`config.mk`:
```
export PLATFORM = sky130hd
export DESIGN_NAME = pu_argmax_flat
export DESIGN_NICKNAME = d
export VERILOG_FILES = /design/src/rtl/pu_argmax_if.sv /design/src/rtl/pu_argmax.sv /design/src/flat_wrapper.sv
export SDC_FILE = /design/constraint.sdc
export NUM_CORES = 1
export LEC_CHECK = 0
export CAP_MARGIN = 5
export CORE_UTILIZATION = 56
export CTS_CLUSTER_SIZE = 24
export DETAILED_ROUTE_END_ITERATION = 10
export DONT_BUFFER_PORTS = 1
export PLACE_DENSITY_LB_ADDON = 0.05
export SLEW_MARGIN = 20
export SYNTH_ARGS = -nofsm -noshare
export SYNTH_HDL_FRONTEND = slang
export SYNTH_SLANG_ARGS = --single-unit
```
`constraint.sdc`:
```
create_clock -name clk_i -period 15.95 [get_ports clk_i]
set_input_delay 2.3925 -clock clk_i [delete_from_list [all_inputs] [get_ports clk_i]]
set_output_delay 2.3925 -clock clk_i [all_outputs]
set_load 0.01 [all_outputs]
```
`src/rtl/pu_argmax_if.sv`:
```
// Handshake bundle for the argmax classification stage:
// frame start/scores in, winning class/score out on valid/ready.
interface pu_argmax_if #(
   parameter int NUM_CLASS = 10,
   parameter int DW        = 32,
   parameter int IDX_W     = 4
);
   logic                      start_i;
   logic [NUM_CLASS*DW-1:0]   data_i;
   logic                      ready_i;
   logic                      busy_o;
   logic                      valid_o;
   logic [IDX_W-1:0]          class_o;
   logic [DW-1:0]             score_o;
   logic                      overrun_o;

   modport master (
      output start_i,
      output data_i,
      output ready_i,
      input  busy_o,
      input  valid_o,
      input  class_o,
      input  score_o,
      input  overrun_o
   );

   modport slave (
      input  start_i,
      input  data_i,
      input  ready_i,
      output busy_o,
      output valid_o,
      output class_o,
      output score_o,
      output overrun_o
   );
endinterface

```
`src/rtl/pu_argmax.sv`:
```
// Argmax over the final-layer class scores: latch a frame, scan one
// score per cycle, hold the winner until the downstream accepts it.
module pu_argmax #(
   parameter int NUM_CLASS = 10,
   parameter int DW        = 32,
   parameter int IDX_W     = 4
) (
   input  logic        clk_i,
   input  logic        rst_i,
   pu_argmax_if.slave  io
);

   typedef enum logic [1:0] {
      IDLE = 2'd0,
      SCAN = 2'd1,
      DONE = 2'd2
   } state_t;

   state_t state;
   state_t state_nx;

   logic signed [DW-1:0] bank [NUM_CLASS];
   logic signed [DW-1:0] best;
   logic [IDX_W-1:0]     best_idx;
   logic [IDX_W-1:0]     counter;

   logic [IDX_W-1:0]     class_q;
   logic [DW-1:0]        score_q;
   logic                 overrun_q;

   logic                 capture;
   logic                 last;
   logic                 gt;
   logic signed [DW-1:0] cand;
   logic signed [DW-1:0] win_score;
   logic [IDX_W-1:0]     win_idx;

   // A new frame is accepted when idle or when the held result
   // is being consumed on this very edge.
   assign capture = io.start_i &&
                    ((state == IDLE) ||
                     ((state == DONE) && io.ready_i));

   assign last = (counter == IDX_W'(NUM_CLASS - 1));

   // Strict compare so ties keep the lower index.
   assign cand      = bank[counter];
   assign gt        = (cand > best);
   assign win_score = gt ? cand : best;
   assign win_idx   = gt ? counter : best_idx;

   always_ff @(posedge clk_i or posedge rst_i) begin
      if (rst_i) begin
         state <= IDLE;
      end else begin
         state <= state_nx;
      end
   end

   always_comb begin
      state_nx = state;
      unique case (state)
         IDLE: begin
            if (capture) state_nx = SCAN;
         end
         SCAN: begin
            if (last) state_nx = DONE;
         end
         DONE: begin
            if (capture) begin
               state_nx = SCAN;
            end else if (io.ready_i) begin
               state_nx = IDLE;
            end
         end
         default: state_nx = IDLE;
      endcase
   end

   always_comb begin
      io.busy_o    = (state != IDLE);
      io.valid_o   = (state == DONE);
      io.class_o   = class_q;
      io.score_o   = score_q;
      io.overrun_o = overrun_q;
   end

   always_ff @(posedge clk_i or posedge rst_i) begin
      if (rst_i) begin
         for (int k = 0; k < NUM_CLASS; k++) begin
            bank[k] <= '0;
         end
         best      <= '0;
         best_idx  <= '0;
         counter   <= '0;
         class_q   <= '0;
         score_q   <= '0;
         overrun_q <= 1'b0;
      end else begin
         if (io.start_i && !capture) begin
            overrun_q <= 1'b1;
         end
         if (capture) begin
            for (int k = 0; k < NUM_CLASS; k++) begin
               bank[k] <= io.data_i[k*DW +: DW];
            end
            best     <= io.data_i[0 +: DW];
            best_idx <= '0;
            counter  <= IDX_W'(1);
         end else if (state == SCAN) begin
            best     <= win_score;
            best_idx <= win_idx;
            counter  <= counter + IDX_W'(1);
            // Result registers only move on entry to DONE.
            if (last) begin
               class_q <= win_idx;
               score_q <= win_score;
            end
         end
      end
   end

endmodule

```
`src/flat_wrapper.sv`:
```
// flat-port wrapper written by rule: the top's interface ports become plain ports
module pu_argmax_flat 
#(
   parameter int NUM_CLASS = 10,
   parameter int DW        = 32,
   parameter int IDX_W     = 4
)
  (clk_i, rst_i, io_start_i, io_data_i, io_ready_i, io_busy_o, io_valid_o, io_class_o, io_score_o, io_overrun_o);
  pu_argmax_if #(.NUM_CLASS(NUM_CLASS), .DW(DW), .IDX_W(IDX_W)) io_i ();
  input  logic clk_i;
  input  logic rst_i;
  input wire logic [$bits(io_i.start_i)-1:0] io_start_i;
  input wire logic [$bits(io_i.data_i)-1:0] io_data_i;
  input wire logic [$bits(io_i.ready_i)-1:0] io_ready_i;
  output wire logic [$bits(io_i.busy_o)-1:0] io_busy_o;
  output wire logic [$bits(io_i.valid_o)-1:0] io_valid_o;
  output wire logic [$bits(io_i.class_o)-1:0] io_class_o;
  output wire logic [$bits(io_i.score_o)-1:0] io_score_o;
  output wire logic [$bits(io_i.overrun_o)-1:0] io_overrun_o;
  assign io_i.start_i = io_start_i;
  assign io_i.data_i = io_data_i;
  assign io_i.ready_i = io_ready_i;
  assign io_busy_o = io_i.busy_o;
  assign io_valid_o = io_i.valid_o;
  assign io_class_o = io_i.class_o;
  assign io_score_o = io_i.score_o;
  assign io_overrun_o = io_i.overrun_o;
  pu_argmax #(.NUM_CLASS(NUM_CLASS), .DW(DW), .IDX_W(IDX_W)) u_core (.clk_i(clk_i), .rst_i(rst_i), .io(io_i));
endmodule
```
**Word-level counts from Yosys, hierarchy flattened**

Index checks and enable logic that the tools add are counted.

- Word-level logic and storage cells: 54
- Output and inout bits: 39
- Register bits after elaboration: 399
- Input bits: 324

- Muxes and demuxes: 16
- Bitwise operators: 2
- Reduce and logical (&&, ||, !) cells: 10
- Eq/ne operators: 6
- $add $sub $neg: 1
- Order comparisons: 2

Operators with widths:

| cell | number |
|---|---|
| $mux W32 | 5 |
| $bmux W32 S4 | 1 |
| $gt A32 B32 Y1 | 1 |
| $mux W4 | 5 |
| $mux W2 | 4 |
| $pmux W2 S3 | 1 |
| $reduce_and A3 Y1 | 2 |
| $ge A5 B5 Y1 const B | 1 |
| $not A4 Y5 | 1 |
| $add A4 B1 Y4 const B | 1 |
| $eq A4 B4 Y1 const B | 1 |
| $ne A2 B1 Y1 const B | 2 |
| $reduce_bool A2 Y1 | 2 |
| $logic_and A1 B1 Y1 | 3 |
| $ne A3 B2 Y1 const B | 1 |
| $eq A2 B1 Y1 const B | 1 |
| $eq A2 B2 Y1 const B | 1 |
| $logic_not A2 Y1 | 1 |
| $logic_not A1 Y1 | 1 |
| $logic_or A1 B1 Y1 | 1 |
| $not A1 Y1 | 1 |

**Depth between registers and ports, before layout**

Gate-level depths: netlist of the first run.

- Word-level depth: 8
- Mapped depth: 17
- Gate-level depth less buffers: 13

**Least setup slack after synthesis of the first run**

No wires, ideal clock.

- Path type: register to register
- From: register u_core.counter[0]
- To: register u_core.best[0]
- Arrival: 4.393 ns
- Path buffers: 4
- Setup slack: 11.431 ns
- Cell stages (with the launch flop): 16
- Clock period less this slack: 4.519 ns
- Required time: 15.824 ns
- Library setup time: 0.126 ns
- Cell sequence: dfrtp_1 -> buf_2 -> buf_1 -> clkbuf_1 -> mux2_2 -> a22oi_1 -> o2bb2ai_1 -> ha_1 -> a21o_1 -> a21o_1 -> a221o_1 -> or4_4 -> a211oi_4 -> nor2_1 -> buf_2 -> a221o_1

- Longest elaborated chain between the ends: 8

Ends and longest elaborated chain:

| element | RTL line | RTL |
|---|---|---|
| start, declared | pu_argmax.sv:25 | `logic [IDX_W-1:0] counter;` |
| start signal, assigned | pu_argmax.sv:113 | `counter <= counter + IDX_W'(1);` |
| $not A4 Y5 (implied by the code) (*) | pu_argmax.sv:47 | `assign cand = bank[counter];` |
| $bmux W32 S4 (*) | pu_argmax.sv:47 |  |
| $mux W32 (implied by the code) (*) (2 in a row) | pu_argmax.sv:47 |  |
| $gt A32 B32 Y1 | pu_argmax.sv:48 | `assign gt = (cand > best);` |
| $mux W32 (*) | pu_argmax.sv:49 | `assign win_score = gt ? cand : best;` |
| $mux W32 (*) | pu_argmax.sv:110 | `end else if (state == SCAN) begin` |
| $mux W32 (*) | pu_argmax.sv:103 | `if (capture) begin` |
| end signal, assigned | pu_argmax.sv:107 | `best <= io.data_i[0 +: DW];` |
| end signal, assigned | pu_argmax.sv:111 | `best <= win_score;` |
| end, declared | pu_argmax.sv:23 | `logic signed [DW-1:0] best;` |

Mark *: on every way between the ends. The rest lies on a longest branch, timed or not. The select of a mux whose other input is x is not followed.
A chain may end at the register's enable or synchronous reset.

**Worst setup path after layout of the first run**

- From: register u_core.counter[1]
- To: register u_core.score_q[14] (netlist: u_core.io.score_o[14])

- Longest elaborated chain between the ends: 6
- Elaborated cells between the ends (all ways): 8
- Those cells by class: 1 x order compare; 1 x eq/ne; 4 x mux; 1 x bitwise; 1 x reduce/logical

Ends and longest elaborated chain:

| element | RTL line | RTL |
|---|---|---|
| $not A4 Y5 (implied by the code) | pu_argmax.sv:47 |  |
| $bmux W32 S4 | pu_argmax.sv:47 |  |
| $mux W32 (implied by the code) (2 in a row) | pu_argmax.sv:47 |  |
| $gt A32 B32 Y1 | pu_argmax.sv:48 |  |
| $mux W32 | pu_argmax.sv:49 |  |
| end signal, assigned | pu_argmax.sv:117 | `score_q <= win_score;` |
| end, declared | pu_argmax.sv:28 | `logic [DW-1:0] score_q;` |

Parallel ways exist; a longest one is shown, timed or not. The select of a mux whose other input is x is not followed.

==> metrics.csv, run 1 <==
stage,metric,value,unit
setup_path,Crit path depth,14,
routing,drt wl/cell,20.68,um
clock_tree,clock buffer depth,3,
routing,Via density,5.788,
routing,residual DRC count,0,
sta,crit share post-route,36.30,%
global_route,antenna violations before repair,9,
sta,Clock Skews,20.28,ps
setup_path,"Data required, critical path",16360,ps
placement,Routability Congestion,0.7992,
sta,crit path time final,5790,ps
routing,drt first pass iters,4,
synthesis,Synth area leader,dfrtp_1,
routing,Antenna Nets Post-Route,0,
synthesis,yosys warns,0,
sta,Max Slew Vio Count,0,
synthesis,most frequent cell after synthesis,nand2_1,
synthesis,Synth Instances,1925,
clock_tree,clock root buffer,clkbuf_16,
synthesis,Synth area leaders,"dfrtp_1, nand2_1, mux4_2",
synthesis,Avg Inst Size Synth,9.627,um2
clock_tree,post_cts resized,0,
cells_and_area,nets@finish,2213,
placement,HPWL Detailed,32.13,mm
floorplan,IO Pins,363,
power,power density cells,246.4,nW/um2
status,status,finished clean,
placement,DP Area,18770,um2
setup_path,crit path kind,reg -> reg,
routing,via count,13543,
global_route,grt met2 use,42.58,%
sta,final hold vios,0,
power,Comb pwr share,42.8,%
synthesis,synth cell count leaders,"nand2_1, dfrtp_1, clkbuf_1, mux4_2, inv_1",
synthesis,share of the yosys chip area belonging to registers,53.88,%
power,Tot Pwr,5.013,mW
setup_path,nature of the critical path startpoint,flip-flop,
clock_tree,clock buffer count from CTS,43,
floorplan,row cnt,66,
power,Switching Share,40.06,%
clock_tree,Num Clock Sinks,399,
synthesis,ys async rst share,100.0,%
power,Sw Pwr,2.008,mW
synthesis,unique cell type count in the Yosys netlist,44,
global_route,Total GRT Usage,29.19,%
global_route,first-pass GRT wire length,75.28,mm
global_route,largest net degree at the start of global routing,185,
clock_tree,post-CTS setup buffer count,0,
synthesis,Synth Cell Area,18530,um2
sta,RSZ-0062 raised after global routing,no,
global_route,met1 Use GR,41.82,%
sta,setup violators final,0,
sta,relative max-transition margin,27.96,%
sta,hold_ws,468.1,ps
floorplan,die area,33820,um2
worst_hold_path,Worst Hold Depth,2,
power,VDD IR max,0.2571,mV
cells_and_area,fraction of layout cells with a size suffix above 1,10.42,%
power,internal cell power,3.005,mW
synthesis,Synth Net Count,2283,
setup_path,Arrival @ worst endpoint,6200,ps
setup_path,Max stage delay on crit path,850,ps
global_route,Most Crowded Layer GR,met2,
power,Sequential Power Share,36.5,%
floorplan,Die X,183.9,um
setup_path,"Top cell by count, worst path",o2bb2ai_1,
worst_hold_path,type of the tightest min-delay check,reg -> reg,
floorplan,Initial Util,56.96,%
synthesis,number of synthesized flops with an enable pin,0,
clock_tree,CTS Hold Bufs,0,
floorplan,die height,183.9,um
power,LEAKAGE,10.30,nW
sta,f_max,0.1727,GHz
sta,Slew @ Worst Pin,1078,ps
global_route,met3 usage,8.419,%
floorplan,core box area,32540,um2
cells_and_area,post-route cell area,20340,um2
flow_run,Max Cap Violations,0,
cells_and_area,area grow syn2layout,9.783,%
routing,drt initial violations,951,
setup_path,CP Max Fanout,41,
cells_and_area,final core occ,62.53,%
setup_path,crit-path cells,buf_12 -> nor2_4 -> a22oi_1 -> o2bb2ai_1 -> ha_1 -> nand4_1 -> inv_1 -> a221oi_1 -> o2bb2ai_1 -> or4_4 -> a21oi_4 -> buf_4 -> nand3_1 -> o311ai_0,
clock_tree,CTS tree,done,
setup_path,number of buffers and inverters on the critical path,3,
clock_tree,htree depth,2,
clock_tree,clock latency on the worst-skew pair,550,ps
sta,Fin Setup TNS,0,ps
setup_path,"CP delay by family, top",compound AO/OA/AOI/OAI gates,
routing,Routed WL,48.39,mm
synthesis,top_reg_cell synth,dfrtp_1,
global_route,vias in the first global route,13490,
synthesis,post-synth top area share,53.88,%
power,Clock power frac,20.6,%
clock_tree,Clock Pin Slew Worst Setup and Hold Paths,60,ps
placement,# port buffers,0,
setup_path,Slowest cell on crit path,nor2_4,
synthesis,count of state elements after synthesis,399,
global_route,grt ovf,0,
setup_path,Worst setup EP type,flip-flop,
setup_path,Reg2Reg Depth,14,
==> power by group through the flow <==
stage	Combinational, mW	Clock, mW	Sequential (mW)
floorplan	1.71	0	1.68
global placement	2.03	0	1.87
detailed placement	2.09	0	1.88
CTS	2.10	1.06	1.87
global route	2.39	1.10	1.89
finish	2.15	1.03	1.83
==> worst paths after layout <==
| check | from | slack [ps] | endpoint |
|---|---|---|---|
| max | u_core.counter[1] | 10160 | u_core.io.score_o[14] |
| min | u_core.bank[66] | 470 | u_core.bank[66] |
| max reg2reg | u_core.counter[1] | 10160 | u_core.io.score_o[14] |
| min reg2reg | u_core.bank[66] | 470 | u_core.bank[66] |
| max in group asynchronous | rst_i | 12440 | u_core.counter[1] |
| min in group asynchronous | rst_i | 1820 | u_core.bank[184] |
==> through the flow <==
| step | cells | setup slack, ps |
|---|---|---|
| after floorplan | 1925 | 2461 |
| after global placement | 2250 | 10080 |
| after detailed placement | 2250 | 9953 |
| after CTS | 2330 | 9915 |
| after global routing | 2340 | 9921 |
| final | 2340 | 10160 |
==> routing by layer <==
layer | routed length (um) | vias to the layer above
li1 | - | 6323
met1 | 21640 | 6663
met2 | 20910 | 477
met3 | 4510 | 78
met4 | 1322 | 2
met5 | 12 | -
==> worst min-delay path, delay by kind of cell, from the launching register on <==
| family | cells | cell delay, ps |
|---|---|---|
| AND/OR/NAND/NOR | 2 | 100 |
| flip-flops | 1 | 340 |
==> flip-flops by register name, summed over array words and instances, names as in the netlist <==
| register | flops |
|---|---|
| u_core.bank | 320 |
| u_core.best | 32 |
| u_core.best_idx | 4 |
| u_core.counter | 4 |
| u_core.io.class_o | 4 |
| u_core.io.overrun_o | 1 |
| u_core.io.score_o | 32 |
| u_core.state | 2 |
==> logic make-up after synthesis <==
kind of cell / share of synthesized area (%)
mux: 9.831
xor+xnor: 0.09454
compound gates: 8.696
buf+inv: 3.605
fa+ha+maj: 2.296
simple gates: 21.60
flops: 53.88
==> cell usage in the layout (no fill, tap or decap), types with 3 or more instances in the layout <==
master / count
nand2_1: 918
dfrtp_1: 396
mux4_2: 64
clkbuf_16: 44
inv_1: 40
a21o_1: 35
nand3_1: 35
ha_1: 34
a221o_1: 33
mux2_2: 32
a22oi_1: 32
o2bb2ai_1: 32
and3_1: 32
o311ai_0: 18
clkbuf_8: 16
a21oi_1: 14
o311ai_1: 13
buf_4: 13
clkbuf_1: 11
diode_2: 8
o21ai_0: 8
nand4_1: 8
nor2_1: 8
nor3_1: 4
clkinv_2: 4
nor2b_1: 3
bufinv_16: 3
==> area by class of cell <==
cell class,instances,area [um2]
clock inverters,9,135.1
flip-flops and latches,399,9993
inverters,42,165.2
clock buffers,71,1363
repair buffers,17,176.4
fillers,2787,12190
well taps,442,553.0
diodes,8,20.02
multi-input cells,1352,7939
No activity file was read; power rests on OpenSTA's default activity.
==> run 2, diff against run 1 <==
==> constraint.sdc (replaced) <==
create_clock -name clk_i -period 5.6 [get_ports clk_i]
set_input_delay 0.84 -clock clk_i [delete_from_list [all_inputs] [get_ports clk_i]]
set_output_delay 0.84 -clock clk_i [all_outputs]
set_load 0.01 [all_outputs]
==> run 2 against run 1 <==
  * Via count grew 0.56%
  * Global-route usage grew 0.41 points
  * Die area is the same
  * Largest cell class unchanged
  * Flip-flop and latch count is the same
==> metrics.csv, run 2 (synthesis results as in run 1) <==
stage,metric,value,unit
status,status,finished clean,
setup_path,Slowest cell on crit path,inv_1,
sta,relative max-transition margin,33.09,%
clock_tree,clock root buffer,clkbuf_16,
sta,setup violators final,0,
power,Comb pwr share,43.9,%
clock_tree,Clock Pin Slew Worst Setup and Hold Paths,60,ps
global_route,antenna violations before repair,6,
setup_path,R2R Path Start,u_core.counter[3],
cells_and_area,final core occ,62.92,%
routing,Routed WL,49.62,mm
cells_and_area,"most common cell after layout, fill and taps aside",nand2_1,
cells_and_area,Largest register FFs,320,
floorplan,Die X,183.9,um
setup_path,crit-path cells,clkinv_1 -> buf_4 -> nand2_1 -> inv_1 -> buf_4 -> o2bb2ai_1 -> ha_1 -> a21oi_1 -> o21ai_1 -> a221oi_1 -> o2bb2ai_1 -> o31ai_1 -> a211oi_4 -> buf_4 -> nor2_4 -> a221o_1,
global_route,Most Crowded Layer GR,met2,
global_route,largest net degree at the start of global routing,177,
setup_path,r2r endpoint,u_core.best[23],
placement,Routability Congestion,0.8093,
clock_tree,post_cts resized,0,
power,Sequential Power Share,35.3,%
power,Clock power frac,20.8,%
global_route,met3 usage,9.212,%
sta,final hold vios,0,
routing,via count,13619,
setup_path,CP Max Fanout,32,
clock_tree,CTS Hold Bufs,0,
clock_tree,htree depth,2,
power,Switching Share,40.02,%
sta,crit path time final,5245,ps
setup_path,r2r setup slk,360,ps
power,VDD IR max,0.4552,mV
global_route,vias in the first global route,13485,
clock_tree,clock buffer count from CTS,43,
clock_tree,CTS tree,done,
power,Tot Pwr,14.53,mW
power,LEAKAGE,10.36,nW
routing,residual DRC count,0,
setup_path,number of buffers and inverters on the critical path,5,
sta,f_max,0.1907,GHz
floorplan,row cnt,66,
sta,Clock Skews,19.92,ps
routing,drt first pass iters,5,
floorplan,die height,183.9,um
setup_path,nature of the critical path startpoint,flip-flop,
global_route,grt ovf,0,
sta,RSZ-0062 raised after global routing,no,
power,power density cells,709.9,nW/um2
cells_and_area,fraction of layout cells with a size suffix above 1,10.82,%
setup_path,Worst setup EP type,flip-flop,
routing,Via density,5.813,
floorplan,Initial Util,56.96,%
placement,DP Cell Count,2260,
setup_path,"Top cell by count, worst path",buf_4,
flow_run,Max Cap Violations,0,
global_route,first-pass GRT wire length,76.20,mm
clock_tree,clock buffer depth,3,
power,Sw Pwr,5.816,mW
cells_and_area,register bank with the most flops,u_core.bank,
routing,drt initial violations,1092,
placement,HPWL Detailed,33.58,mm
worst_hold_path,type of the tightest min-delay check,in -> async,
clock_tree,post-CTS setup buffer count,0,
sta,Max Slew Vio Count,0,
sta,Fin Setup TNS,0,ps
placement,# port buffers,0,
routing,drt wl/cell,21.18,um
sta,crit share post-route,93.66,%
sta,hold_ws,150.1,ps
global_route,met1 Use GR,41.95,%
clock_tree,Num Clock Sinks,399,
cells_and_area,nets@finish,2221,
setup_path,Worst setup startpoint,u_core.counter[3],
global_route,Total GRT Usage,29.60,%
routing,Antenna Nets Post-Route,0,
setup_path,crit path kind,reg -> reg,
setup_path,Arrival @ worst endpoint,5720,ps
floorplan,die area,33820,um2
floorplan,core box area,32540,um2
cells_and_area,final non-filler cell total,2343,
power,internal cell power,8.717,mW
cells_and_area,most frequent cells in the layout,"nand2_1, dfrtp_1, mux4_2",
global_route,grt met2 use,43.77,%
floorplan,IO Pins,363,
sta,Slew @ Worst Pin,1003,ps
setup_path,"Data required, critical path",6080,ps
clock_tree,clock latency on the worst-skew pair,540,ps
cells_and_area,area grow syn2layout,10.47,%
setup_path,Reg2Reg Depth,16,
setup_path,"CP delay by family, top",compound AO/OA/AOI/OAI gates,
setup_path,Max stage delay on crit path,730,ps
[run 2: changes by cell type in the layout (fill, tap and decap cells not counted), moves of 2 or more]
cell,change
clkbuf_8,-6
buf_12,+6
clkbuf_1,-3
clkinv_2,+4
bufinv_16,+3
diode_2,-2
buf_4,+4
[run 2: how the worst max path moves through the flow]
stage	to	depth (start not counted)
after floorplan	u_core.bank[0]	1
after global placement	u_core.best[22]	14
after detailed placement	u_core.best[13]	14
after CTS	u_core.best[23]	14
after global routing	u_core.best[25]	14
final	u_core.best[23]	16
[run 2: final cells by class]
class | count | area (um2)
multi-input cells | 1352 | 7948
clock inverters | 14 | 220.2
diodes | 6 | 15.01
flip-flops and latches | 399 | 9993
fillers | 2790 | 12060
clock buffers | 63 | 1294
well taps | 442 | 553.0
repair buffers | 25 | 287.8
inverters | 42 | 161.4
[run 2: metal layers]
metal,vias up,wire length [um]
met5,-,12
met4,2,1179
met3,76,4767
met2,482,21540
met1,6740,22120
li1,6319,-
[run 2: metrics by stage]
stage	worst slack, ps	instance area [um2]
after global routing	93.23	20470
after global placement	627.4	18930
after floorplan	-611.8	18540
after detailed placement	483.9	18930
final	355.2	20470
after CTS	391.2	20450
[run 2: power by group through the flow]
stage          clock [mW]  sequential [mW]  combinational [mW]
5_1_grt              3.19             5.27                7.05
4_1_cts              3.06             5.12                6.37
2_1_floorplan           0             4.80                4.86
3_5_place_dp            0             5.15                6.32
6_report             3.02             5.13                6.38
3_3_place_gp            0             5.12                6.15
